[src/rtl/i2c_slave_rx.sv]
// Write-only I2C slave: decodes START/STOP, matches a 7-bit write address, ACKs and
// hands received bytes to a valid/ready consumer; outputs react one clk after the bus event.
module i2c_slave_rx #(
  parameter logic [6:0] SLAVE_ADDR = 7'h2A,
  parameter int         MAX_BYTES  = 16
) (
  input  logic       clk,
  input  logic       rst,
  input  logic       sda_in,
  input  logic       scl_in,
  input  logic       past_sda_in,
  input  logic       past_scl_in,
  input  logic       rx_ready,
  output logic       sda_oe,
  output logic [7:0] rx_data,
  output logic       rx_valid,
  output logic       rx_first,
  output logic       rx_stop,
  output logic       busy
);

  localparam int            CW    = $clog2(MAX_BYTES + 1);
  localparam logic [CW-1:0] MAX_C = CW'(MAX_BYTES);

  typedef enum logic [2:0] {
    IDLE, ADDR, ADDR_ACK, DATA, DATA_ACK, IGNORE
  } state_t;

  state_t        state, state_n;
  logic [3:0]    bit_cnt, bit_cnt_n;
  logic [CW-1:0] byte_cnt, byte_cnt_n;
  logic [7:0]    shreg, shreg_n;
  logic          acked, acked_n;
  logic          sda_oe_n, rx_valid_n, rx_first_n, rx_stop_n;
  logic [7:0]    rx_data_n;

  logic scl_rise, scl_fall, start, stop;
  assign scl_rise = scl_in & ~past_scl_in;
  assign scl_fall = ~scl_in & past_scl_in;
  assign start    = scl_in & past_scl_in & past_sda_in & ~sda_in;
  assign stop     = scl_in & past_scl_in & ~past_sda_in & sda_in;

  assign busy = (state != IDLE);

  always_comb begin
    state_n    = state;
    bit_cnt_n  = bit_cnt;
    byte_cnt_n = byte_cnt;
    shreg_n    = shreg;
    acked_n    = acked;
    sda_oe_n   = sda_oe;
    rx_data_n  = rx_data;
    rx_valid_n = 1'b0;
    rx_first_n = rx_first;
    rx_stop_n  = 1'b0;

    if (stop) begin
      rx_stop_n = acked && (state == DATA || state == DATA_ACK || state == IGNORE);
      state_n   = IDLE;
      sda_oe_n  = 1'b0;
      acked_n   = 1'b0;
      bit_cnt_n = 4'd0;
    end else if (start) begin
      state_n    = ADDR;
      sda_oe_n   = 1'b0;
      acked_n    = 1'b0;
      bit_cnt_n  = 4'd0;
      byte_cnt_n = '0;
    end else begin
      case (state)
        ADDR, DATA: begin
          if (scl_rise && bit_cnt < 4'd8) begin
            shreg_n   = {shreg[6:0], sda_in};
            bit_cnt_n = bit_cnt + 4'd1;
          end else if (scl_fall && bit_cnt == 4'd8) begin
            if (state == ADDR) begin
              if (shreg[7:1] == SLAVE_ADDR && !shreg[0]) begin
                state_n  = ADDR_ACK;
                sda_oe_n = 1'b1;
                acked_n  = 1'b1;
              end else begin
                state_n = IGNORE;
              end
            end else if (rx_ready && byte_cnt < MAX_C) begin
              rx_data_n  = shreg;
              rx_valid_n = 1'b1;
              rx_first_n = (byte_cnt == '0);
              byte_cnt_n = byte_cnt + CW'(1);
              sda_oe_n   = 1'b1;
              state_n    = DATA_ACK;
            end else begin
              // Consumer stalled or byte limit reached: NACK by leaving SDA released
              state_n = IGNORE;
            end
          end
        end
        ADDR_ACK, DATA_ACK: begin
          if (scl_fall) begin
            sda_oe_n  = 1'b0;
            bit_cnt_n = 4'd0;
            state_n   = DATA;
          end
        end
        IGNORE:  sda_oe_n = 1'b0;
        default: ;
      endcase
    end
  end

  always_ff @(posedge clk) begin
    if (rst) begin
      state    <= IDLE;
      bit_cnt  <= 4'd0;
      byte_cnt <= '0;
      shreg    <= 8'd0;
      acked    <= 1'b0;
      sda_oe   <= 1'b0;
      rx_data  <= 8'd0;
      rx_valid <= 1'b0;
      rx_first <= 1'b0;
      rx_stop  <= 1'b0;
    end else begin
      state    <= state_n;
      bit_cnt  <= bit_cnt_n;
      byte_cnt <= byte_cnt_n;
      shreg    <= shreg_n;
      acked    <= acked_n;
      sda_oe   <= sda_oe_n;
      rx_data  <= rx_data_n;
      rx_valid <= rx_valid_n;
      rx_first <= rx_first_n;
      rx_stop  <= rx_stop_n;
    end
  end

endmodule

[config.mk]
export PLATFORM = sky130hd
export DESIGN_NAME = i2c_slave_rx
export DESIGN_NICKNAME = d
export VERILOG_FILES = /design/src/rtl/i2c_slave_rx.sv
export SDC_FILE = /design/constraint.sdc
export NUM_CORES = 1
export LEC_CHECK = 0
export ABC_AREA = 1
export CORE_MARGIN = 1.5
export CORE_UTILIZATION = 24
export CTS_CLUSTER_DIAMETER = 80
export CTS_CLUSTER_SIZE = 8
export DETAILED_ROUTE_END_ITERATION = 12
export HOLD_SLACK_MARGIN = 0.05
export PLACE_DENSITY = 0.42
export SLEW_MARGIN = 15
export SYNTH_ARGS = -nofsm -noshare
export SYNTH_HDL_FRONTEND = slang
export SYNTH_SLANG_ARGS = --single-unit
[constraint.sdc]
create_clock -name clk -period 3.72 [get_ports clk]
set_input_delay 1.116 -clock clk [delete_from_list [all_inputs] [get_ports clk]]
set_output_delay 1.116 -clock clk [all_outputs]
set_load 0.005 [all_outputs]
==> impl_metrics.toml, run 1 <==
[floorplan]
num_rows = 29
die_x_um = 83.14
core_region_area_um2 = 6277
ios = 20
start_util_pct = 24.56
die_h_um = 83.14
dieArea_um2 = 6912

[worst_setup_path]
critical_path_class = "reg2out"
cp-start-kind = "register"
path_max_fanout = 5
arrival_ps = 1410
required_ps = 2600
crit_path_end_kind = "output port"

[detailed_routing]
vias = 1358
drc = 0
routed_wl_um = 3568
dr.pass1.iters = 4
dr.first_iter.drc_count = 50
wire_per_inst_um = 11.05
vias_per_cell = 4.204
antenna_left = 0

[placed_design]
io_buffers = 19
gp_congestion = 0.8446
pre_cts_ws_ps = 987.6
placedInstanceArea_um2 = 1812
place_inst = 315
hpwl_um = 2767

[timing]
tightest_slew_ps = 376.0
setup_violations = 0
hold_slack_ps = 447.6
layout_setup_ws_ps = 1197
max_freq_mhz = 396.4
timing.slew.headroom_pct = 74.86
rsz0062_at_grt = "false"
slew_violations = 0
period_needed_ps = 2523
finalHoldViolations = 0
min_period_over_period_pct = 67.82
fin_skew_ps = 6.554
fin_tns_setup_ps = 0

[pwr]
finalPower_mw = 0.8777
seqPwrFrac_pct = 45.7
switchingPower_mw = 0.2927
vdd_drop_max_mv = 0.2395
p_per_area_nw_per_um2 = 463.3
intPower_mw = 0.5850
p_leak_nw = 0.8532
pwr-share-clk_pct = 30.3
comb_power_share_pct = 24.0
p_sw_share_pct = 33.35

[logic_synthesis]
synthDominantCellAreaShare_pct = 42.86
ys_seq_elements = 33
synth_top_family_by_area = "simple AND/OR/NAND/NOR gates"
syn-num-nets = 233
syn-cell-area_um2 = 1541
avgSynthCellArea_um2 = 6.944
yosys.area_share.adder_pct = 3.247
synth_warnings = 0
synth_compound_area_share_pct = 14.61
synth.area.top_cells = "dfxtp_1 (43%), nand2_1 (10%), nor2_1 (8.8%)"
synth_xor_area_share_pct = 1.705
yosys.area.top_type = "dfxtp_1"
synth-simple-area-share_pct = 27.52
yosysSeqAreaShare_pct = 42.86
syn_inst = 222
synthMuxAreaShare_pct = 0
synthDistinctLibCells = 24

[finish]
antennaDiodeCount = 0
fin_util_pct = 30.18
final_cells = 323
syn2layout_area_growth_pct = 22.89
fin_area_um2 = 1894
layout-drive-gt1-share_pct = 8.943
nFillCells = 707
fin_nets = 256

[clocking]
cts_num_sinks = 33
htree_levels = 2
cts-buffers-inserted = 5
clk_pin_slew_worst_paths_ps = 70
clkLatencyLatePin_ps = 280
clockBufferDepth = 2
cts_hold_buf = 0
cts_resized = 0
cts-root-buf = "clkbuf_8"
cts_tree = "done"
post_cts_buffers = 0

[grt]
gr-usage-all-layers_pct = 11.05
grt_overflow_total = 0
first_global_vias = 1291
grt_max_degree = 16
antenna_found_initial = 0
grt_pass1_wl_um = 6051

[status]
status = "finished clean"

[worst_hold_path]
hp-class = "reg2reg"

[flow_run]
max_cap_violations = 0
cells in the mapped netlist:
master     n
nand2_1   41
nor2_1    36
dfxtp_1   33
inv_1     30
o21ai_0   21
a21oi_1   19
nand3_1   10
inv_2      5
ha_1       4
nand2_2    4
nand3_2    2
nand4_1    2
nor3_1     2
o21ai_1    2
xor2_1     2
a31oi_1    1
buf_1      1
buf_2      1
buf_6      1
clkbuf_1   1
nand2_4    1
nor2_2     1
o21ai_2    1
xnor2_1    1
registers in the layout, indices dropped and copies added (netlist names):
name and count:
rx_first 1, bit_cnt 4, shreg 8, acked 1
sda_oe 1, byte_cnt 5, state 3, rx_stop 1
rx_data 8, rx_valid 1
power by group through the flow:
stage	logic, mW	clock network [mW]	registers [mW]
2_1_floorplan	0.157	0	0.403
3_3_place_gp	0.216	0	0.410
3_5_place_dp	0.213	0	0.410
4_1_cts	0.215	0.277	0.402
5_1_grt	0.248	0.292	0.404
6_report	0.210	0.266	0.401
kinds of logic after synthesis:
family | after synthesis
simple gates | 99
flops | 33
xor+xnor | 3
compound gates | 44
buf+inv | 39
fa+ha+maj | 4
worst paths after layout:
check | from | endpoint | slack (ps) | depth (start not counted)
worst min-delay path | acked$_SDFFE_PP0P_ | rx_stop$_SDFF_PP0_ | 450 | 2
worst max-delay path | state[0]$_SDFFE_PP0P_ | busy | 1200 | 3
worst min register to register | acked$_SDFFE_PP0P_ | rx_stop$_SDFF_PP0_ | 450 | 2
worst max register to register | bit_cnt[0]$_SDFFE_PP0P_ | rx_data[2]$_SDFFE_PP0P_ | 2080 | 10
metal layers:
metal | global-route usage, % | vias up | part of all wire [%]
li1 | - | 743 | -
met1 | 14.47 | 586 | 51
met2 | 17.07 | 22 | 44
met3 | 3.181 | 7 | 3.5
met4 | 4.545 | 0 | 1.5
met5 | 0 | - | 0
worst max-delay path, stage by stage, from the launching register on:
cell and delay (ps):
dfxtp_1 390, inv_1 130, nand3_1 110, clkdlybuf4s50_1 490
layout by cell type, fill, tap and decap left out, types with 2 or more instances in the layout:
cell,n
o21ai_0,21
nand3_2,2
clkbuf_8,5
dfxtp_1,33
clkdlybuf4s50_1,19
xor2_1,2
nand3_1,10
a21oi_1,19
ha_1,4
clkinv_2,2
inv_2,5
o21ai_1,2
nor3_1,2
nand2_2,4
inv_1,30
nand2_1,41
nor2_1,36
nand4_1,2
layout make-up:
cell class | instances | area, µm² | share of cell area (%)
clock buffers | 6 | 72.57 | 3.831
clock inverters | 2 | 10.01 | 0.5284
inverters | 35 | 131.4 | 6.935
multi-input cells | 150 | 725.7 | 38.31
flip-flops and latches | 33 | 660.6 | 34.87
well taps | 77 | 96.34 | 5.086
repair buffers | 20 | 197.7 | 10.44
(Power assumes the default switching activity.)
==> run 2, diff against run 1 <==
--- a/config.mk
+++ b/config.mk
@@ -12,7 +12,7 @@
 export CTS_CLUSTER_SIZE = 8
 export DETAILED_ROUTE_END_ITERATION = 12
 export HOLD_SLACK_MARGIN = 0.05
-export PLACE_DENSITY = 0.42
+export PLACE_DENSITY = 0.44
 export SLEW_MARGIN = 15
 export SYNTH_ARGS = -nofsm -noshare
 export SYNTH_HDL_FRONTEND = slang
==> constraint.sdc (replaced) <==
create_clock -name clk -period 2.2 [get_ports clk]
set_input_delay 0.66 -clock clk [delete_from_list [all_inputs] [get_ports clk]]
set_output_delay 0.66 -clock clk [all_outputs]
set_load 0.005 [all_outputs]
==> impl_metrics.toml, run 2 (synthesis results as in run 1) <==
[finish]
nFillCells = 716
fin_util_pct = 30.66
multi_input_area_um2 = 725.7
antennaDiodeCount = 0
top_regs = "rx_data (8), shreg (8), byte_cnt (5)"
syn2layout_area_growth_pct = 24.84
final_common_cell = "nand2_1"
layout-drive-gt1-share_pct = 10.40
fin_nets = 260
final-seq-area_um2 = 660.6
mostFrequentLayoutCells = "nand2_1 (41), nor2_1 (36), dfxtp_1 (33)"

[pwr]
intPower_mw = 0.9977
switchingPower_mw = 0.4849
p_per_area_nw_per_um2 = 770.5
pwr-share-clk_pct = 29.7
seqPwrFrac_pct = 45.7
finalPower_mw = 1.483
p_leak_nw = 0.8699
comb_power_share_pct = 24.6
p_sw_share_pct = 32.71
vdd_drop_max_mv = 0.3056

[timing]
layout_setup_ws_ps = 118.0
hold_slack_ps = 456.9
setup_violations = 0
max_freq_mhz = 480.3
rsz0062_at_grt = "false"
slew_violations = 0
period_needed_ps = 2082
fin_skew_ps = 7.789
tightest_slew_ps = 247.1
finalHoldViolations = 0
timing.slew.headroom_pct = 83.41
min_period_over_period_pct = 94.64
fin_tns_setup_ps = 0

[worst_setup_path]
cp.depth = 3
crit_buf_inv = 2
max_stage_delay_ps = 490
path_max_fanout = 5
endpoint = "busy"
rr_startpoint = "bit_cnt[0]$_SDFFE_PP0P_"
reg2reg_slack_ps = 730
arrival_ps = 1420
crit_path_end_kind = "output port"
cp_cell_sequence = "inv_1 -> nand3_1 -> clkdlybuf4s50_1"
r2r_end = "rx_data[7]$_SDFFE_PP0P_"
startpoint = "state[0]$_SDFFE_PP0P_"
cpLargestDelayFamily = "buffers and inverters"
critical_path_class = "reg2out"
r2r_cells = 10
required_ps = 1540
cp-start-kind = "register"
cpMaxStageDelayCell = "clkdlybuf4s50_1"

[placed_design]
io_buffers = 19
hpwl_um = 2624
gp_congestion = 0.8162
pre_cts_ws_ps = 40.57

[grt]
gr-usage-all-layers_pct = 10.31
antenna_found_initial = 0
first_global_vias = 1293
grt_overflow_total = 0
grt_pass1_wl_um = 5733
grt_max_degree = 22

[floorplan]
dieArea_um2 = 6912
ios = 20
start_util_pct = 24.56
die_x_um = 83.14
die_h_um = 83.14
core_region_area_um2 = 6277
num_rows = 29

[detailed_routing]
routed_wl_um = 3437
antenna_left = 0
wire_per_inst_um = 10.51
drc = 0
dr.first_iter.drc_count = 44
vias = 1361
vias_per_cell = 4.162
dr.pass1.iters = 4

[clocking]
cts_num_sinks = 33
clkLatencyLatePin_ps = 280
cts_tree = "done"
cts-buffers-inserted = 5
htree_levels = 2
cts-root-buf = "clkbuf_8"
cts_hold_buf = 0
post_cts_buffers = 0
cts_resized = 0
clk_pin_slew_worst_paths_ps = 70
clockBufferDepth = 2

[worst_hold_path]
hp-class = "reg2reg"

[status]
status = "finished clean"

[flow_run]
max_cap_violations = 0
run 2: cell types whose count changed in the layout (fill, tap and decap cells not counted):
cell and delta:
buf_4 +4
run 2: through the flow:
step	instance area [µm²]	instances
floorplan	1541	222
global placement	1842	319
detailed placement	1842	319
CTS	1924	327
global route	1924	327
finish	1924	327
run 2: layer usage:
layer	routed length, µm	track usage (%)	vias to the layer above
li1	-	-	750
met4	66	5.303	0
met1	1712	12.94	589
met2	1548	16.33	17
met5	0	0	-
met3	109	2.584	5
run 2: cell type report:
| cell class | count | share of cell area (%) |
|---|---|---|
| Clock buffer | 6 | 3.771 |
| Clock inverter | 2 | 0.5202 |
| Inverter | 35 | 6.827 |
| Multi-Input combinational cell | 150 | 37.71 |
| Sequential cell | 33 | 34.33 |
| Tap cell | 77 | 5.006 |
| Timing Repair Buffer | 24 | 11.83 |
run 2: worst min-delay path: cells and delay by family (launching register included):
kind	cells	cell delay [ps]
flops	1	310
simple gates	2	100
run 2: worst min path at each step:
stage,from,end,slack [ps],cells after the start
finish,acked$_SDFFE_PP0P_,rx_stop$_SDFF_PP0_,460,2
CTS,acked$_SDFFE_PP0P_,rx_stop$_SDFF_PP0_,470,2
global placement,acked$_SDFFE_PP0P_,rx_stop$_SDFF_PP0_,450,2
global route,acked$_SDFFE_PP0P_,rx_stop$_SDFF_PP0_,480,2
detailed placement,acked$_SDFFE_PP0P_,rx_stop$_SDFF_PP0_,450,2
floorplan,acked$_SDFFE_PP0P_,rx_stop$_SDFF_PP0_,430,2
run 2: power by group through the flow:
stage	Combinational, mW	Clock (mW)	Sequential, mW
floorplan	0.265	0	0.682
global placement	0.373	0	0.693
detailed placement	0.371	0	0.691
CTS	0.373	0.460	0.677
global route	0.418	0.481	0.684
finish	0.365	0.440	0.677
==> run 3, diff against run 2 <==
--- a/config.mk
+++ b/config.mk
@@ -13,6 +13,7 @@
 export DETAILED_ROUTE_END_ITERATION = 12
 export HOLD_SLACK_MARGIN = 0.05
 export PLACE_DENSITY = 0.44
+export REMOVE_ABC_BUFFERS = 1
 export SLEW_MARGIN = 15
 export SYNTH_ARGS = -nofsm -noshare
 export SYNTH_HDL_FRONTEND = slang
==> impl_metrics.toml, run 3 (synthesis results as in run 1) <==
[status]
status = "finished clean"

[detailed_routing]
dr.first_iter.drc_count = 60
wire_per_inst_um = 10.19
antenna_left = 0
drc = 0
dr.pass1.iters = 4
vias_per_cell = 4.064
routed_wl_um = 3362
vias = 1341

[timing]
rsz0062_at_grt = "false"
fin_skew_ps = 5.148
fin_tns_setup_ps = 0
tightest_slew_ps = 269.4
setup_violations = 0
finalHoldViolations = 0
max_freq_mhz = 482.4
min_period_over_period_pct = 94.22
timing.slew.headroom_pct = 81.92
period_needed_ps = 2073
slew_violations = 0

[placed_design]
hpwl_um = 2633
io_buffers = 19
placedInstanceArea_um2 = 1864
gp_congestion = 0.7560

[pwr]
vdd_drop_max_mv = 0.3187
p_leak_nw = 0.8957
p_per_area_nw_per_um2 = 830.7

[grt]
antenna_found_initial = 0
gr-usage-all-layers_pct = 10.55
grt_max_degree = 14
grt_overflow_total = 0
grt_pass1_wl_um = 5940
first_global_vias = 1294

[clocking]
post_cts_buffers = 0
cts_hold_buf = 0
cts-root-buf = "clkbuf_8"
cts_num_sinks = 33
clockBufferDepth = 2
clkLatencyLatePin_ps = 280
cts-buffers-inserted = 5
htree_levels = 2
cts_tree = "done"
clk_pin_slew_worst_paths_ps = 70
cts_resized = 0

[finish]
antennaDiodeCount = 0
mostFrequentLayoutCells = "nand2_1 (41), nor2_1 (36), dfxtp_1 (33)"
final_common_cell = "nand2_1"
top_regs = "rx_data (8), shreg (8), byte_cnt (5)"
layout-drive-gt1-share_pct = 11.86
fin_area_um2 = 1984
syn2layout_area_growth_pct = 28.73
fin_nets = 263

[floorplan]
ios = 20
core_region_area_um2 = 6277
die_x_um = 83.14
start_util_pct = 24.56
dieArea_um2 = 6912
num_rows = 29
die_h_um = 83.14

[worst_setup_path]
cp-start-kind = "register"
max_stage_delay_ps = 500
path_max_fanout = 5
cpLargestDelayFamily = "buffers and inverters"
cp_cell_sequence = "inv_1 -> nand3_1 -> clkdlybuf4s50_1"
crit_path_end_kind = "output port"
critical_path_class = "reg2out"
arrival_ps = 1410
cpMaxStageDelayCell = "clkdlybuf4s50_1"
crit_buf_inv = 2
required_ps = 1540

[worst_hold_path]
hp-class = "reg2reg"

[flow_run]
max_cap_violations = 0
## run 3: changes by cell type in the layout (fill, tap and decap cells not counted)
cell and change:
buf_4 +3, clkinv_2 -2, clkbuf_8 +1, bufinv_16 +1, clkinvlp_4 +1, clkbuf_1 -1
## run 3: metrics by stage
step	setup WS, ps	cells	util (%)	hold WS (ps)	total power [mW]
after global routing	40.62	330	31.61	499.8	1.778
after CTS	104.9	330	31.61	466.4	1.680
after global placement	45.27	322	29.70	451.4	1.080
final	127.2	330	31.61	461.4	1.648
after detailed placement	27.10	322	29.70	456.3	1.075
after floorplan	640.7	218	-	430.0	0.9444
## run 3: layer usage
metal | track usage (%) | wire length (µm)
met5 | 0 | 0
met4 | 3.182 | 23
met3 | 3.082 | 91
met2 | 15.74 | 1511
met1 | 14.68 | 1734
## run 3: cell type report
type | instances | area (µm²)
flip-flops and latches | 33 | 660.6
clock inverters | 2 | 37.54
fillers | 707 | 4293
inverters | 35 | 131.4
repair buffers | 27 | 250.2
clock buffers | 6 | 82.58
multi-input cells | 150 | 725.7
well taps | 77 | 96.34
## run 3: worst reg2reg max path, cell delays in order, from the launching register on
cell and delay [ps]:
dfxtp_1 330, inv_1 90, ha_1 150, nand3_1 80, inv_1 80, nand2_1 70, inv_1 90, nand2_2 120
buf_4 190, nor2_1 120, nor2_1 60
## run 3: power breakdown
group          leakage, nW  total [mW]  internal, mW  switching, mW
clock               0.0574       0.592         0.368          0.224
sequential           0.267       0.677         0.640         0.0366
combinational        0.572       0.379         0.150          0.229
## run 3: path summary, 6_finish.rpt
kind | from | endpoint | slack (ps) | depth (start not counted)
setup / recovery | state[0]$_SDFFE_PP0P_ | busy | 130 | 3
hold reg to reg | acked$_SDFFE_PP0P_ | rx_stop$_SDFF_PP0_ | 460 | 2
setup reg to reg | bit_cnt[0]$_SDFFE_PP0P_ | rx_data[4]$_SDFFE_PP0P_ | 730 | 10
hold / removal | acked$_SDFFE_PP0P_ | rx_stop$_SDFF_PP0_ | 460 | 2
==> variant, RTL diff (flow settings as in run 3) <==
Set the parameter `MAX_BYTES` to 8 (it was 16).
--- a/src/rtl/i2c_slave_rx.sv
+++ b/src/rtl/i2c_slave_rx.sv
@@ -2,7 +2,7 @@
 // hands received bytes to a valid/ready consumer; outputs react one clk after the bus event.
 module i2c_slave_rx #(
   parameter logic [6:0] SLAVE_ADDR = 7'h2A,
-  parameter int         MAX_BYTES  = 16
+  parameter int         MAX_BYTES  = 8
 ) (
   input  logic       clk,
   input  logic       rst,
Formal check against the unedited RTL: same outputs for any inputs over 10 cycles, from zero or initial values and one cycle with rst high; that may be too few to reach the edited logic, so the function may still have changed.
==> variant against run 3 <==
- final area increased by 2.3%
- sequential cell count decreased by 1
- critical path type unchanged
- wire length increased by 4.2%
- sequential share of layout area decreased by 1.7 points
- area after synthesis increased by 3.8%
- core utilization increased by 0.17 points
- setup slack got worse by 0.023 ns
- cell count increased by 0.61%
- power increased by 4.0%
- largest cell class unchanged
==> variant: results (changes against run 3) <==
biggest regs rx_data: 8 flops, shreg: 8 flops; post-synthesis compound-gate area fraction 19.2% (+4.5 points); R2R depth 9 (-1); Post-Synthesis Cells 221 (-0.45%); multiplexer share of the synthesized area 0% (unchanged); Synth Area in Adders 3.13% (-0.12 points); Post-DP Area 0.00194 mm² (+3.8%); Seq/Total Area, Yosys 40.0% (-2.8 points); Top Family by Delay on Critical Path flip-flops; Post-Route Skew 0.00365 ns (-0.00150 ns); WL per Instance 10.6 µm (+3.6%); maximum vdd drop 0.524 mV (+64%); layout cell share with drive strength beyond 1 14.9% (+3.0 points); DP HPWL 2660 µm (+1.0%); drt via density 4.28 (+5.3%); Slew @ Worst Pin 0.287 ns (+0.0179 ns); Placer Congestion 0.760 (+0.50%); vias in the first global route 1305 (+0.85%); first-pass GRT wire length 6100 µm (+2.7%); R2R Setup Slk 0.59 ns (-0.14 ns); biggest fanout along the worst timing path 8 (+3); status finished, final reports clean; largest net degree at the start of global routing 17 (+3); Post-synth top cells 42 x nand2_1, 36 x inv_1, 32 x dfxtp_1; synth unique cells 26 (+8.3%); FF-to-FF End rx_data[3]; gr usage total 10.7% (+0.12 points); top cells by area, synth dfxtp_1 40%, nand2_1 9.9%, inv_1 8.4%; antenna violations before repair 0 (unchanged); WHS 0.450 ns (-0.0113 ns); Worst path slowest cell dfxtp_1; Place WS -0.0145 ns (-0.0416 ns); post-synthesis xor/xnor area fraction 0.547% (-1.2 points); Final Routed Wirelength 3500 µm (+4.2%); Initial DRC Count 46 (-23%); Leak Pwr 0.000914 µW (+2.1%); Final nets 265 (+0.76%); Cells after DPL 324 (+0.62%)
==> variant: cell count changes after synthesis, sizes merged, moves of 3 or more <==
cell and delta:
nor2 -19, a21oi +9, buf +3, inv +3, nand3 +3
==> variant: layer usage <==
layer / vias up / part of all wire (%) / global-route usage [%] / wire length [µm]
li1: 775 / - / - / -
met4: 0 / 2.0 / 4.84 / 70
met2: 19 / 44 / 16.3 / 1550
met5: - / 0 / 0 / 0
met1: 618 / 51 / 14.0 / 1770
met3: 8 / 3.3 / 2.85 / 115
==> variant: tightest hold or removal path, delay by kind of cell, from the launching register on <==
kind / cells / cell delay [ns]
buffers and inverters: 1 / 0.06
flip-flops: 1 / 0.30
AND/OR/NAND/NOR: 1 / 0.05
==> variant: worst max-delay path by stage <==
| stage | start | endpoint | slack [ns] |
|---|---|---|---|
| CTS | state[1] | busy | 0.11 |
| floorplan | scl_in | byte_cnt[2] | 0.39 |
| global route | state[1] | busy | 0.02 |
| detailed placement | past_scl_in | rx_data[3] | -0.01 |
| global placement | past_scl_in | rx_data[3] | 0.02 |
| finish | state[1] | busy | 0.10 |
==> variant: cell type report <==
class	instances	area, µm²
clock buffer	7	86.3
clock inverter	1	7.51
fill	693	4360
inverter	38	143
multi-input combinational	145	768
sequential	32	641
tap	77	96.3
timing repair buffer	32	288
==> variant: power breakdown <==
| group | internal, µW | total [µW] | switching [µW] |
|---|---|---|---|
| Sequential | 628 | 677 | 49.1 |
| Clock | 254 | 485 | 230 |
| Combinational | 217 | 552 | 335 |
| Total | 1100 | 1710 | 614 |
==> variant: stage by stage <==
stage                     TNS [ns]  utilization [%]
final                            0             31.8
after CTS                        0             31.8
after global placement           0             30.3
after floorplan                  0                -
after detailed placement   -0.0164             30.3
after global routing             0             31.8
